**config.mk**
```make
export PLATFORM = sky130hd
export DESIGN_NAME = pc_gen
export DESIGN_NICKNAME = d
export VERILOG_FILES = /design/src/rtl/pc_pkg.sv /design/src/rtl/pc_trap_vec.sv /design/src/rtl/pc_gen.sv
export SDC_FILE = /design/constraint.sdc
export NUM_CORES = 1
export LEC_CHECK = 0
export BUFFER_PORTS_ARGS = -buffer_cell sky130_fd_sc_hd__buf_2
export CAP_MARGIN = 20
export CORE_MARGIN = 5
export CORE_UTILIZATION = 45
export DETAILED_ROUTE_END_ITERATION = 8
export PLACE_DENSITY = 0.82
export SLEW_MARGIN = 30
export SYNTH_ARGS = -nofsm -noshare
export SYNTH_HDL_FRONTEND = slang
export SYNTH_SLANG_ARGS = --single-unit
```
**constraint.sdc**
```tcl
create_clock -name clk -period 2.61 [get_ports clk]
set_input_delay 0.261 -clock clk [delete_from_list [all_inputs] [get_ports clk]]
set_output_delay 0.261 -clock clk [all_outputs]
set_load 0.02 [all_outputs]
```
**src/rtl/pc_pkg.sv**
```systemverilog
// Shared encodings for the IF-stage program-counter unit: FSM states,
// control-flow opcodes, system instruction words, trap cause codes and mtvec modes.
package pc_pkg;

    typedef enum logic [1:0] {
        ST_RUN       = 2'd0,
        ST_HOLD_CF   = 2'd1,
        ST_HOLD_MRET = 2'd2
    } pc_state_e;

    localparam logic [6:0] OP_JAL    = 7'b1101111;
    localparam logic [6:0] OP_JALR   = 7'b1100111;
    localparam logic [6:0] OP_BRANCH = 7'b1100011;

    localparam logic [31:0] INST_ECALL  = 32'h0000_0073;
    localparam logic [31:0] INST_EBREAK = 32'h0010_0073;
    localparam logic [31:0] INST_UNIMP  = 32'hc000_1073;
    localparam logic [31:0] INST_MRET   = 32'h3020_0073;

    localparam logic [3:0] CAUSE_ILLEGAL    = 4'd2;
    localparam logic [3:0] CAUSE_BREAKPOINT = 4'd3;
    localparam logic [3:0] CAUSE_ECALL_M    = 4'd11;

    localparam logic [1:0] MTVEC_DIRECT   = 2'd0;
    localparam logic [1:0] MTVEC_VECTORED = 2'd1;

endpackage

```
**src/rtl/pc_trap_vec.sv**
```systemverilog
// Trap handler address: mtvec base, optionally offset by 4*cause for
// interrupts when mtvec is in vectored mode. MODE values >= 2 fall back to direct.
module pc_trap_vec
    import pc_pkg::*;
#(
    parameter int XLEN        = 32,
    parameter int CSR_W       = 64,
    parameter int VECTORED_EN = 1
) (
    input  logic [CSR_W-1:0] mtvec,
    input  logic             is_irq,
    input  logic [3:0]       cause,
    output logic [XLEN-1:0]  target
);

    logic [XLEN-1:0] base;

    always_comb begin
        base   = {mtvec[XLEN-1:2], 2'b00};
        target = base;
        if ((VECTORED_EN != 0) && is_irq && (mtvec[1:0] == MTVEC_VECTORED)) begin
            target = base + XLEN'({cause, 2'b00});
        end
    end

    generate
        if (CSR_W > XLEN) begin : g_unused_hi
            logic unused_mtvec_hi;
            assign unused_mtvec_hi = ^mtvec[CSR_W-1:XLEN];
        end
    endgenerate

endmodule

```
**src/rtl/pc_gen.sv**
```systemverilog
// Fetch PC generator: sequential fetch, parking on control flow / mret until
// resolved, trap vectoring through mtvec, and a hold watchdog.
module pc_gen
    import pc_pkg::*;
#(
    parameter int              XLEN         = 32,
    parameter int              CSR_W        = 64,
    parameter logic [XLEN-1:0] RESET_VEC    = '0,
    parameter int              HOLD_TIMEOUT = 15,
    parameter int              VECTORED_EN  = 1
) (
    input  logic             clk,
    input  logic             rst,
    input  logic [31:0]      if_inst,
    input  logic             if_valid,
    input  logic             stall,
    input  logic             br_resolve,
    input  logic             br_taken,
    input  logic [XLEN-1:0]  br_target,
    input  logic             set_pc_to_mepc,
    input  logic             exc_req,
    input  logic [3:0]       exc_cause,
    input  logic [XLEN-1:0]  exc_epc,
    input  logic             irq_req,
    input  logic [3:0]       irq_cause,
    input  logic [CSR_W-1:0] mtvec_data,
    input  logic [CSR_W-1:0] mepc_data,
    output logic [XLEN-1:0]  pc,
    output logic             fetch_en,
    output logic             trap_taken,
    output logic             trap_is_irq,
    output logic [3:0]       trap_cause,
    output logic [XLEN-1:0]  trap_epc,
    output logic             hold_timeout
);

    localparam int              WD_W    = $clog2(HOLD_TIMEOUT + 1);
    localparam logic [WD_W-1:0] WD_LAST = WD_W'(HOLD_TIMEOUT - 1);

    pc_state_e       state, state_next;
    logic [WD_W-1:0] wd_cnt, wd_next;
    logic [XLEN-1:0] pc_next, pc_inc, mepc_pc, trap_target;
    logic [XLEN-1:0] epc_next;
    logic [3:0]      cause_next, sys_cause, vec_cause;
    logic            trap_next, trap_irq_next, timeout_next;
    logic            sys_hit, is_cf, vec_irq;

    assign pc_inc  = pc + XLEN'(4);
    assign mepc_pc = mepc_data[XLEN-1:0] & ~XLEN'(1);
    assign is_cf   = (if_inst[6:0] == OP_JAL) || (if_inst[6:0] == OP_JALR)
                   || (if_inst[6:0] == OP_BRANCH);

    always_comb begin
        sys_hit   = 1'b1;
        sys_cause = CAUSE_ECALL_M;
        case (if_inst)
            INST_ECALL:  sys_cause = CAUSE_ECALL_M;
            INST_EBREAK: sys_cause = CAUSE_BREAKPOINT;
            INST_UNIMP:  sys_cause = CAUSE_ILLEGAL;
            default:     sys_hit   = 1'b0;
        endcase
    end

    // An irq or system trap only happens in RUN when irq_req decides which; exc_req overrides both.
    assign vec_irq   = !exc_req && irq_req;
    assign vec_cause = exc_req ? exc_cause : (irq_req ? irq_cause : sys_cause);

    pc_trap_vec #(
        .XLEN        (XLEN),
        .CSR_W       (CSR_W),
        .VECTORED_EN (VECTORED_EN)
    ) u_trap_vec (
        .mtvec  (mtvec_data),
        .is_irq (vec_irq),
        .cause  (vec_cause),
        .target (trap_target)
    );

    // if_inst is only acted on when if_valid is high; there is no back-pressure,
    // a held pc simply re-presents the same address to the fetch side.
    always_comb begin
        state_next    = state;
        pc_next       = pc;
        wd_next       = wd_cnt;
        trap_next     = 1'b0;
        trap_irq_next = 1'b0;
        cause_next    = trap_cause;
        epc_next      = trap_epc;
        timeout_next  = hold_timeout;

        if (exc_req) begin
            pc_next    = trap_target;
            trap_next  = 1'b1;
            cause_next = exc_cause;
            epc_next   = exc_epc;
            state_next = ST_RUN;
        end else if (set_pc_to_mepc) begin
            pc_next    = mepc_pc;
            state_next = ST_RUN;
        end else if ((state == ST_HOLD_CF) && br_resolve) begin
            pc_next    = br_taken ? (br_target & ~XLEN'(1)) : pc_inc;
            state_next = ST_RUN;
        end else if (state == ST_RUN) begin
            if (if_valid && irq_req) begin
                pc_next       = trap_target;
                trap_next     = 1'b1;
                trap_irq_next = 1'b1;
                cause_next    = irq_cause;
                epc_next      = pc;
            end else if (if_valid && sys_hit) begin
                pc_next    = trap_target;
                trap_next  = 1'b1;
                cause_next = sys_cause;
                epc_next   = pc;
            end else if (if_valid && is_cf) begin
                state_next = ST_HOLD_CF;
            end else if (if_valid && (if_inst == INST_MRET)) begin
                state_next = ST_HOLD_MRET;
            end else if (if_valid && !stall) begin
                pc_next = pc_inc;
            end
        end else if (wd_cnt == WD_LAST) begin
            pc_next      = pc_inc;
            state_next   = ST_RUN;
            timeout_next = 1'b1;
        end else begin
            wd_next = wd_cnt + WD_W'(1);
        end

        if (state_next == ST_RUN) begin
            wd_next = '0;
        end
    end

    always_ff @(posedge clk or posedge rst) begin
        if (rst) begin
            state        <= ST_RUN;
            pc           <= RESET_VEC;
            wd_cnt       <= '0;
            fetch_en     <= 1'b1;
            trap_taken   <= 1'b0;
            trap_is_irq  <= 1'b0;
            trap_cause   <= '0;
            trap_epc     <= '0;
            hold_timeout <= 1'b0;
        end else begin
            state        <= state_next;
            pc           <= pc_next;
            wd_cnt       <= wd_next;
            fetch_en     <= (state_next == ST_RUN);
            trap_taken   <= trap_next;
            trap_is_irq  <= trap_irq_next;
            trap_cause   <= cause_next;
            trap_epc     <= epc_next;
            hold_timeout <= timeout_next;
        end
    end

    generate
        if (CSR_W > XLEN) begin : g_unused_hi
            logic unused_mepc_hi;
            assign unused_mepc_hi = ^mepc_data[CSR_W-1:XLEN];
        end
    endgenerate

endmodule

```
==> tab_implementation.tex <==
\begin{tabular}{lr}
\hline
Metric & Value \\
\hline
\multicolumn{2}{l}{\textbf{Route}} \\
Mean number of vias per cell & 6.05 \\
Number of design rule violations left after detail routing & 0 \\
Total wire length & around 26000 um \\
Post-route antenna net violation count & 0 \\
Via count of the routed design & between 7000 and 8000 \\
Pre-Repair DR Iteration Count & 6 \\
Final routed wire length divided by cell count & between 20 and 25 um \\
Number of DRC markers in iteration 0 & between 900 and 1000 \\
\multicolumn{2}{l}{\textbf{Worst setup path}} \\
Maximum fanout along the worst path & 7 \\
Data required time at the worst endpoint & roughly 2800 ps \\
Worst Reg-to-Reg Cells & 8 \\
Startpoint of the most critical register-to-register path & pc[4]\$\_DFFE\_PP0P\_ \\
Critical Path Sink Type & flop \\
Worst Path Class, Setup & primary input to flop \\
Worst setup path startpoint & if\_inst[18] \\
Data arrival time of the critical path & about 3500 ps \\
Crit start category & primary input \\
\multicolumn{2}{l}{\textbf{Finish}} \\
Layout overhead on the synthesized area & 52.1\% \\
ANT cells & 0 \\
Number of nets at the end of the flow & roughly 1300 \\
Finished Cell Area & 9100 um\^{}2 \\
Layout cell share with drive strength beyond 1 & 0.439 \\
Non-filler instance count after layout & $\sim$1300 \\
Post-layout utilization of the core & 0.693 \\
Filler cell count in the final layout & $\sim$1000 \\
\multicolumn{2}{l}{\textbf{Worst hold path}} \\
Hold Crit Class & primary input to flop \\
Start point of the worst min-delay path & exc\_epc[30] \\
Cell count of the worst hold path & 3 \\
\multicolumn{2}{l}{\textbf{Pwr}} \\
Power density normalized to cell area & 476 nW/um\^{}2 \\
IR Drop Worst-Case VDD & between 300 and 400 uV \\
Final Total Pwr & between 4 and 5 mW \\
Static Leakage & $\sim$4.2 nW \\
\multicolumn{2}{l}{\textbf{Place}} \\
Routability congestion estimate from global placement & roughly 0.95 \\
Detail Placement HPWL & roughly 20000 um \\
Number of cells in the design after placement & between 1000 and 1500 \\
DP Worst Slack & -1080 ps \\
Instance area after placement & roughly 8200 um\^{}2 \\
Port buffer count & $\sim$250 \\
\multicolumn{2}{l}{\textbf{GRT}} \\
Number of antenna violations at the first check in global routing & 0 \\
Overall global routing resource usage & 0.312 \\
Number of global-route vias before repair & about 7400 \\
Global route overflow & 0 \\
First-pass GRT wire length & slightly below 40000 um \\
Largest net degree at the start of global routing & around 50 \\
\multicolumn{2}{l}{\textbf{Flow run}} \\
Max-cap viol count & 0 \\
\multicolumn{2}{l}{\textbf{STA}} \\
Setup repair after global routing missed its margin & yes \\
Min Clock Period, post-route & around 3300 ps \\
Final setup violation count & 27 \\
Transition time at the pin with the least slew margin & between 500 and 600 ps \\
Share of the cycle needed by the critical path after routing & 1.27 \\
Final max-slew violation count & 0 \\
Max frequency & 302 MHz \\
Final WS setup & -698 ps \\
Count of endpoints failing hold in the final timing report & 0 \\
Accumulated negative setup slack & -14390 ps \\
Fin Clk Skew & 9.61 ps \\
Max transition margin & 0.605 \\
Worst-case hold slack & about 130 ps \\
\multicolumn{2}{l}{\textbf{Die}} \\
Die area & between 15000 and 20000 um\^{}2 \\
Effective utilization at floorplan & 0.455 \\
Height of the die & about 130 um \\
Top Ports & approximately 310 \\
Die Width & approximately 130 um \\
Std-Cell Rows & between 40 and 50 \\
Area inside the core boundary & 13100 um\^{}2 \\
\multicolumn{2}{l}{\textbf{Status}} \\
Failing checks & setup timing \\
Result of the run & finished with violations \\
\multicolumn{2}{l}{\textbf{Yosys}} \\
Combinational family with the most area after synthesis & compound AO/OA/AOI/OAI gates \\
Area share of xor/xnor cells in the synthesized design & 0.0659 \\
Yosys warnings & 0 \\
Most area-consuming cells after synthesis & dfrtp\_1 32\%, nand2\_1 6.0\%, mux2i\_1 4.9\% \\
Synth Area in Compound Gates & 0.249 \\
Yosys top cell by area & dfrtp\_1 \\
Top-area cell type share of the netlist area & 0.318 \\
Total nets after synthesis & 981 \\
Fraction of registers with async set/reset & 1.00 \\
Sequential area share after synthesis & 0.322 \\
Area share of fa/ha/maj cells after synthesis & 0.0180 \\
Cells after Synth & $\sim$730 \\
Mean area per synthesized cell & around 8.2 um\^{}2 \\
Number of flops mapped to enable cells by yosys & 0 \\
Simple-Gate Fraction of Synth Area & 0.238 \\
Number of register bits inferred by synthesis & 77 \\
Multiplexer share of the synthesized area & 0.0523 \\
Leading register cell type out of synthesis & dfrtp\_1 \\
Cell area after synthesis & between 5000 and 6000 um\^{}2 \\
Post-synthesis cell type count & 83 \\
\multicolumn{2}{l}{\textbf{Clock network}} \\
TritonCTS sink count & slightly below 80 \\
Clock-pin slew of the registers on the worst-case setup and hold paths & 60 ps \\
Clock tree buffer depth & 2 \\
Root Buffer Master & clkbuf\_16 \\
\# H-tree levels & 3 \\
Insertion delay of the later-clocked pin in the worst-skew pair & around 340 ps \\
Num CTS Buffers & 9 \\
Clock tree from TritonCTS & built \\
\hline
\end{tabular}
cell type report:
class	instances	area, um^2	area share
inverters	23	92.6	0.0102
multi-input cells	586	4130	0.454
flip-flops and latches	77	1930	0.212
clock inverters	6	110	0.0121
repair buffers	381	2380	0.261
well taps	176	220	0.0242
clock buffers	10	239	0.0263
worst paths after layout:
| kind | end | slack, ps |
|---|---|---|
| min | trap_epc[30]$_DFFE_PP0P_ | 130 |
| max | pc[23]$_DFFE_PP0P_ | -700 |
| max in group asynchronous | pc[25]$_DFFE_PP0P_ | 1510 |
| min reg2reg | hold_timeout$_DFFE_PP0P_ | 490 |
| max reg2reg | pc[30]$_DFFE_PP0P_ | 180 |
| min in group asynchronous | trap_epc[31]$_DFFE_PP0P_ | 480 |
registers in the layout, indices dropped and copies added, names as in the netlist, 2 cells and up:
signal      count
trap_epc       32
pc             31
trap_cause      4
wd_cnt          4
state           2
cells in the mapped netlist (5+ instances only):
| cell type | n |
|---|---|
| o211ai_1 | 12 |
| nand4_1 | 20 |
| nor3_1 | 29 |
| dfrtp_1 | 76 |
| nand2_1 | 95 |
| nor4_1 | 9 |
| o21ai_0 | 44 |
| and3_1 | 9 |
| and4_1 | 8 |
| a22oi_1 | 8 |
| clkbuf_1 | 33 |
| or3_1 | 6 |
| o21ai_1 | 23 |
| a32oi_1 | 6 |
| a222oi_1 | 5 |
| xor2_1 | 23 |
| mux2i_1 | 29 |
| nand3_1 | 28 |
| nor2_1 | 57 |
| inv_1 | 21 |
| a221oi_1 | 8 |
| a21oi_1 | 31 |
| a31oi_1 | 16 |
| ha_1 | 7 |
| xnor2_1 | 22 |
| buf_6 | 6 |
cells in the final DEF (no fill, tap or decap), types with 8 or more instances in the layout:
cell,instances
and4_1,8
nor2_1,49
buf_6,10
clkbuf_16,9
xnor2_1,14
mux2i_1,29
o211ai_1,12
nand4_1,20
nand3_1,24
dfrtp_1,76
buf_2,244
and3_1,8
a31oi_1,16
inv_1,19
xor2_1,19
a21oi_1,25
o21ai_0,33
o21ai_1,32
nor3_1,27
buf_4,119
nor4_1,9
nand2_1,93
report_power, final:
part | internal, mW | switching, mW | total (mW) | leakage (nW)
Clock | 0.959 | 0.528 | 1.49 | 0.165
Sequential | 1.32 | 0.136 | 1.45 | 0.936
Combinational | 0.580 | 0.811 | 1.39 | 3.08
timing repair:
action                                  in CTS  in global routing
hold buffers                                 1                  0
buffers inserted                            23                  9
endpoints found under the hold margin       26                  0
gates resized for setup                     31                 53
pin swaps                                   21                 57
endpoints found under the setup margin      27                 31
metal layers:
metal | vias up | wire length, um | GRT usage
met4 | 2 | 1150 | 0.140
met2 | 548 | 11500 | 0.474
met1 | 3562 | 10300 | 0.418
li1 | 3415 | - | -
met5 | - | 37 | 0
met3 | 96 | 3130 | 0.0840
worst max-delay path: stages:
cell	delay, ps
buf_6	90
or4_4	520
or4_4	450
nor3_4	140
nand2_1	70
o21ai_1	70
o21ai_1	100
ha_1	380
o21a_1	220
a21oi_4	110
or4_4	510
o21a_1	210
o21ai_2	140
o311a_1	190
o2bb2ai_1	80
kinds of logic after synthesis:
family,after synthesis
AOI/OAI and AO/OA,214
xor gates and xnor gates,45
adders and majority gates,8
buffers and inverters,69
DFF,77
muxes,31
other,1
and+or+nand+nor,287
Power figures use the tool's default switching activity.
